**config.mk**
```make
export PLATFORM = sky130hd
export DESIGN_NAME = iq_symbol_sched
export DESIGN_NICKNAME = d
export VERILOG_FILES = /design/src/rtl/iq_symbol_sched.sv
export SDC_FILE = /design/constraint.sdc
export NUM_CORES = 1
export LEC_CHECK = 0
export ABC_AREA = 1
export CAP_MARGIN = 20
export CORE_MARGIN = 3
export CORE_UTILIZATION = 50
export CTS_CLUSTER_SIZE = 40
export DETAILED_ROUTE_END_ITERATION = 16
export PLACE_DENSITY_LB_ADDON = 0.12
export SLEW_MARGIN = 10
export SYNTH_ARGS = -nofsm -noshare
export SYNTH_HDL_FRONTEND = slang
export SYNTH_SLANG_ARGS = --single-unit
export TNS_END_PERCENT = 50
```
**constraint.sdc**
```tcl
create_clock -name clk -period 4.6 [get_ports clk]
set_input_delay 0.92 -clock clk [delete_from_list [all_inputs] [get_ports clk]]
set_output_delay 0.92 -clock clk [all_outputs]
set_load 0.02 [all_outputs]
```
**src/rtl/iq_symbol_sched.sv**
```systemverilog
// I/Q modulator sequencer: PLL bring-up FSM, symbol FIFO and periodic symbol playout.
// Optional IQSCHED_UNDERRUN_CNT_EN adds a saturating underrun counter port.
module iq_symbol_sched #(
  parameter int DEPTH      = 8,
  parameter int SETTLE_CYC = 1024,
  parameter int PLLRST_CYC = 4,
  parameter int PER_W      = 16
) (
  input  logic             clk,
  input  logic             reset_,
  input  logic             locked,
  output logic             pll_areset,
  output logic             pll_ena,
  input  logic             enable,
  input  logic [PER_W-1:0] period,
  input  logic [7:0]       sym_i,
  input  logic [7:0]       sym_q,
  input  logic             sym_valid,
  output logic             sym_ready,
  output logic [7:0]       i,
  output logic [7:0]       q,
  output logic             sym_strobe,
  output logic             running,
  output logic             underrun
`ifdef IQSCHED_UNDERRUN_CNT_EN
  ,
  output logic [15:0]      underrun_cnt
`endif
);

  localparam int AW = $clog2(DEPTH);
  localparam int CW = AW + 1;
  localparam int SW = $clog2(SETTLE_CYC + 1);
  localparam int RW = $clog2(PLLRST_CYC + 1);
  localparam logic [7:0] IDLE_I = 8'd127;
  localparam logic [7:0] IDLE_Q = 8'd0;

  typedef enum logic [1:0] {PLL_RST, WAIT_LOCK, SETTLE, RUN} state_t;

  state_t           state;
  logic [RW-1:0]    rst_cnt;
  logic [SW-1:0]    settle_cnt;
  logic [PER_W-1:0] sym_cnt;

  logic [15:0]      mem [DEPTH];
  logic [AW-1:0]    wr_ptr;
  logic [AW-1:0]    rd_ptr;
  logic [CW-1:0]    count;

  logic full, empty, flush, slot, do_push, do_pop, underrun_evt;

  // Losing lock while running flushes the FIFO and wins over a same-cycle push.
  assign full         = (count == CW'(DEPTH));
  assign empty        = (count == '0);
  assign flush        = (state == RUN) && !locked;
  assign slot         = (state == RUN) && locked && enable && (sym_cnt == '0);
  assign do_pop       = slot && !empty;
  assign underrun_evt = slot && empty;
  assign sym_ready    = !full && (state != PLL_RST);
  assign do_push      = sym_valid && sym_ready && !flush;
  assign running      = (state == RUN);

  always_ff @(posedge clk) begin
    if (do_push) mem[wr_ptr] <= {sym_i, sym_q};
  end

  always_ff @(posedge clk or negedge reset_) begin
    if (!reset_) begin
      state      <= PLL_RST;
      pll_areset <= 1'b1;
      pll_ena    <= 1'b0;
      rst_cnt    <= '0;
      settle_cnt <= '0;
      sym_cnt    <= '0;
      i          <= IDLE_I;
      q          <= IDLE_Q;
      sym_strobe <= 1'b0;
      underrun   <= 1'b0;
      wr_ptr     <= '0;
      rd_ptr     <= '0;
      count      <= '0;
    end else begin
      sym_strobe <= 1'b0;
      underrun   <= 1'b0;
      case (state)
        PLL_RST: begin
          pll_areset <= 1'b1;
          pll_ena    <= 1'b1;
          i          <= IDLE_I;
          q          <= IDLE_Q;
          if (rst_cnt == RW'(PLLRST_CYC - 1)) begin
            state      <= WAIT_LOCK;
            pll_areset <= 1'b0;
            rst_cnt    <= '0;
          end else begin
            rst_cnt <= rst_cnt + RW'(1);
          end
        end
        WAIT_LOCK: begin
          pll_areset <= 1'b0;
          i          <= IDLE_I;
          q          <= IDLE_Q;
          if (locked) begin
            state      <= SETTLE;
            settle_cnt <= '0;
          end
        end
        SETTLE: begin
          i <= IDLE_I;
          q <= IDLE_Q;
          if (!locked) begin
            state <= WAIT_LOCK;
          end else if (settle_cnt == SW'(SETTLE_CYC - 1)) begin
            state   <= RUN;
            sym_cnt <= '0;
          end else begin
            settle_cnt <= settle_cnt + SW'(1);
          end
        end
        RUN: begin
          if (!locked) begin
            state <= WAIT_LOCK;
            i     <= IDLE_I;
            q     <= IDLE_Q;
          end else if (!enable) begin
            sym_cnt <= '0;
            i       <= IDLE_I;
            q       <= IDLE_Q;
          end else if (slot) begin
            sym_cnt <= period;
            if (!empty) begin
              i          <= mem[rd_ptr][15:8];
              q          <= mem[rd_ptr][7:0];
              sym_strobe <= 1'b1;
            end else begin
              i        <= IDLE_I;
              q        <= IDLE_Q;
              underrun <= 1'b1;
            end
          end else begin
            sym_cnt <= sym_cnt - PER_W'(1);
          end
        end
        default: state <= PLL_RST;
      endcase

      // Occupancy tracks push and pop independently so a simultaneous pair nets to zero.
      if (flush) begin
        wr_ptr <= '0;
        rd_ptr <= '0;
        count  <= '0;
      end else begin
        if (do_push) wr_ptr <= wr_ptr + AW'(1);
        if (do_pop)  rd_ptr <= rd_ptr + AW'(1);
        count <= count + CW'(do_push) - CW'(do_pop);
      end
    end
  end

`ifdef IQSCHED_UNDERRUN_CNT_EN
  always_ff @(posedge clk or negedge reset_) begin
    if (!reset_) begin
      underrun_cnt <= '0;
    end else if (underrun_evt && (underrun_cnt != 16'hFFFF)) begin
      underrun_cnt <= underrun_cnt + 16'd1;
    end
  end
`endif

endmodule

```
==> flow_metrics.py <==
metrics = {
    "global_route": {
        "first_global_vias": 5595,
        "grtUsageTotal": 0.201,
        "grt_pass1_wl_mm": 29.0,
        "grt_start_max_net_pins": 67,
        "use_met3": 0.0426,
        "overflow": 0,
        "grt_use_met1": 0.279,
        "grt_antenna_before_repair": 0,
        "top_usage_layer": "met2",
        "grt_use_met2": 0.321,
    },
    "yosys": {
        "synth.top_cell.area_share": 0.448,
        "synth_nets": 934,
        "synth_area_leader_cell": "edfxtp_1",
        "synth_warnings": 0,
        "ys_seq_area_frac": 0.630,
        "synth_cell_type_count": 35,
        "avgSynthCellArea_um2": 9.74,
        "synth.area.top_cells": "edfxtp_1 (45%), dfrtp_1 (16%), nand2_1 (10%)",
        "synth_area_mm2": 0.00857,
        "ys_ff_latch": 190,
        "syn-instance-count": 880,
    },
    "setup_path": {
        "cp.arrival_ns": 3.52,
        "cp-end-kind": "flip-flop",
        "cp.required_ns": 4.96,
        "reg2reg_from": "state[0]$_DFFE_PN0P_",
        "startpoint_type": "input pin",
        "cp_max_fo": 19,
        "crit_type": "in2reg",
        "cp-startpoint": "locked",
    },
    "power_and_ir_drop": {
        "p_leak_nw": 4.26,
        "power_switching_mw": 2.29,
        "netSwitchingFraction": 0.385,
        "p_int_mw": 3.66,
        "clkPwrFrac": 0.254,
        "combPwrFrac": 0.382,
        "power.density_mw_per_mm2": 594,
        "pwr-share-seq": 0.364,
        "total_power_mw": 5.95,
        "peakVddDrop_mv": 0.310,
    },
    "clocking": {
        "ctsHoldBuffers": 0,
        "cts_tree": "yes",
        "cts_sinks": 190,
        "cts_buffers": 17,
        "post-cts-setup-buffers": 0,
        "cts_root_buf": "clkbuf_16",
        "cts_max_level": 4,
        "cts.repair.resized": 0,
        "cts_buffer_depth": 2,
        "clock_latency_ns": 0.43,
        "clk_pin_slew_ns": 0.07,
    },
    "final_layout": {
        "area_growth_pct": 16.9,
        "drive_above_1_share": 0.0836,
        "final_common_cell": "nand2_1",
        "nFillCells": 1443,
        "diodes": 0,
        "multiInputGateArea_mm2": 0.00279,
        "nNetsFinal": 998,
        "most-common-layout-cells": "nand2_1 (230), nor2_1 (148), edfxtp_1 (128), o21ai_0 (84), inv_1 (58)",
        "postLayoutCoreUtil": 0.600,
        "seqCellArea_mm2": 0.00541,
    },
    "job": {
        "drv_cap": 0,
    },
    "sta": {
        "final.setup.tns_ns": 0,
        "hold_ws_ns": 0.474,
        "rsz0062_at_grt": "false",
        "tightest_slew_ns": 0.992,
        "skew_ns": 0.0105,
        "slew_viol_final": 0,
        "min_period_ns": 3.16,
        "setup_viol": 0,
        "hold_viol_final": 0,
        "fmax_ghz": 0.317,
        "maxSlewHeadroom": 0.338,
        "finalCritPeriodShare": 0.687,
    },
    "die": {
        "num_io_pins": 59,
        "die_area_mm2": 0.0188,
        "die_x_um": 137,
        "num_rows": 47,
        "core_area_mm2": 0.0167,
        "die_y_um": 137,
        "start_util": 0.513,
    },
    "worst_hold_path": {
        "hold_path.class": "reg2reg",
        "hp-start": "settle_cnt[10]$_DFFE_PN0P_",
    },
    "place": {
        "dp.final_hpwl_mm": 11.2,
        "place.gp.congestion": 0.821,
        "portBuffers": 58,
    },
    "detailed_routing": {
        "dr.pass1.iters": 5,
        "drc_errors": 0,
        "wirelength_mm": 17.8,
        "ant_nets": 0,
        "drtIter0Drc": 489,
        "avgRoutedWirePerCell_um": 15.1,
        "vias_per_cell": 5.17,
        "via_count": 6083,
    },
    "outcome": {
        "status": "completed",
    },
}
-- worst max-delay path: stages --
cell             delay [ns]
clkdlybuf4s50_1        0.60
inv_2                  0.08
nor2_2                 0.29
nand3_4                0.29
nor2_8                 0.32
nand2_1                0.17
ha_1                   0.30
a21o_1                 0.16
a21oi_1                0.17
o21ai_0                0.09
a21oi_1                0.12
-- metal layers --
metal / up-vias / share of wire
li1: 3049 / -
met1: 2886 / 0.46
met2: 127 / 0.48
met3: 21 / 0.044
met4: 0 / 0.015
met5: - / 0
-- sequential cells by signal, summed over array words and instances, names as in the netlist, 2 cells and up --
name and flops:
mem 128, sym_cnt 16, settle_cnt 11, i 8, q 8, count 4, rd_ptr 3, rst_cnt 3
wr_ptr 3, state 2
-- synth_stat cells (all sizes together) --
master	n
nand3	45
nor3	1
dfstp	8
clkbuf	18
nand3b	1
nor2	155
a21boi	1
edfxtp	128
a21oi	16
dfrtp	54
a31oi	1
xor2	6
buf	12
a21o	2
nand2	234
fa	1
nand4	5
o21ai	89
ha	16
o22ai	18
inv	63
xnor2	3
or2	3
-- cell families after synthesis --
kind of cell / Yosys count / share of synthesized area
adders and majority gates: 17 / 0.0257
AOI/OAI and AO/OA: 127 / 0.0791
DFF: 190 / 0.630
and+or+nand+nor: 444 / 0.211
xor gates and xnor gates: 9 / 0.00919
buffers and inverters: 93 / 0.0442
-- final cells by class --
class	instances	area share
Sequential cell	190	0.539
Inverter	63	0.0236
Multi-Input combinational cell	597	0.278
Tap cell	220	0.0275
Clock inverter	14	0.0182
Clock buffer	18	0.0428
Timing Repair Buffer	75	0.0702
-- power groups by stage --
stage | sequential, mW | clock [mW] | combinational [mW]
after floorplan | 2.19 | 0 | 1.69
after global placement | 2.20 | 0 | 2.26
after detailed placement | 2.20 | 0 | 2.27
after CTS | 2.17 | 1.53 | 2.29
after global routing | 2.19 | 1.61 | 2.63
final | 2.17 | 1.51 | 2.27
-- through the flow --
| stage | setup WS [ns] | cells | cell area (um2) |
|---|---|---|---|
| detailed placement | 0.997 | 1145 | 9410 |
| finish | 1.44 | 1177 | 10000 |
| CTS | 1.45 | 1177 | 10000 |
| floorplan | 1.94 | 880 | 8570 |
| global placement | 1.08 | 1145 | 9410 |
| global route | 1.20 | 1177 | 10000 |
-- worst paths after layout --
| kind | to | slack [ns] | cells after the start |
|---|---|---|---|
| min in group asynchronous | settle_cnt[4]$_DFFE_PN0P_ | 0.61 | 1 |
| hold / removal | settle_cnt[10]$_DFFE_PN0P_ | 0.47 | 2 |
| setup / recovery | count[3]$_DFF_PN0_ | 1.44 | 11 |
| hold reg to reg | settle_cnt[10]$_DFFE_PN0P_ | 0.47 | 2 |
| setup reg to reg | count[3]$_DFF_PN0_ | 1.81 | 11 |
| max in group asynchronous | i[6]$_DFFE_PN1P_ | 3.08 | 2 |
No activity file was read; power rests on OpenSTA's default activity.
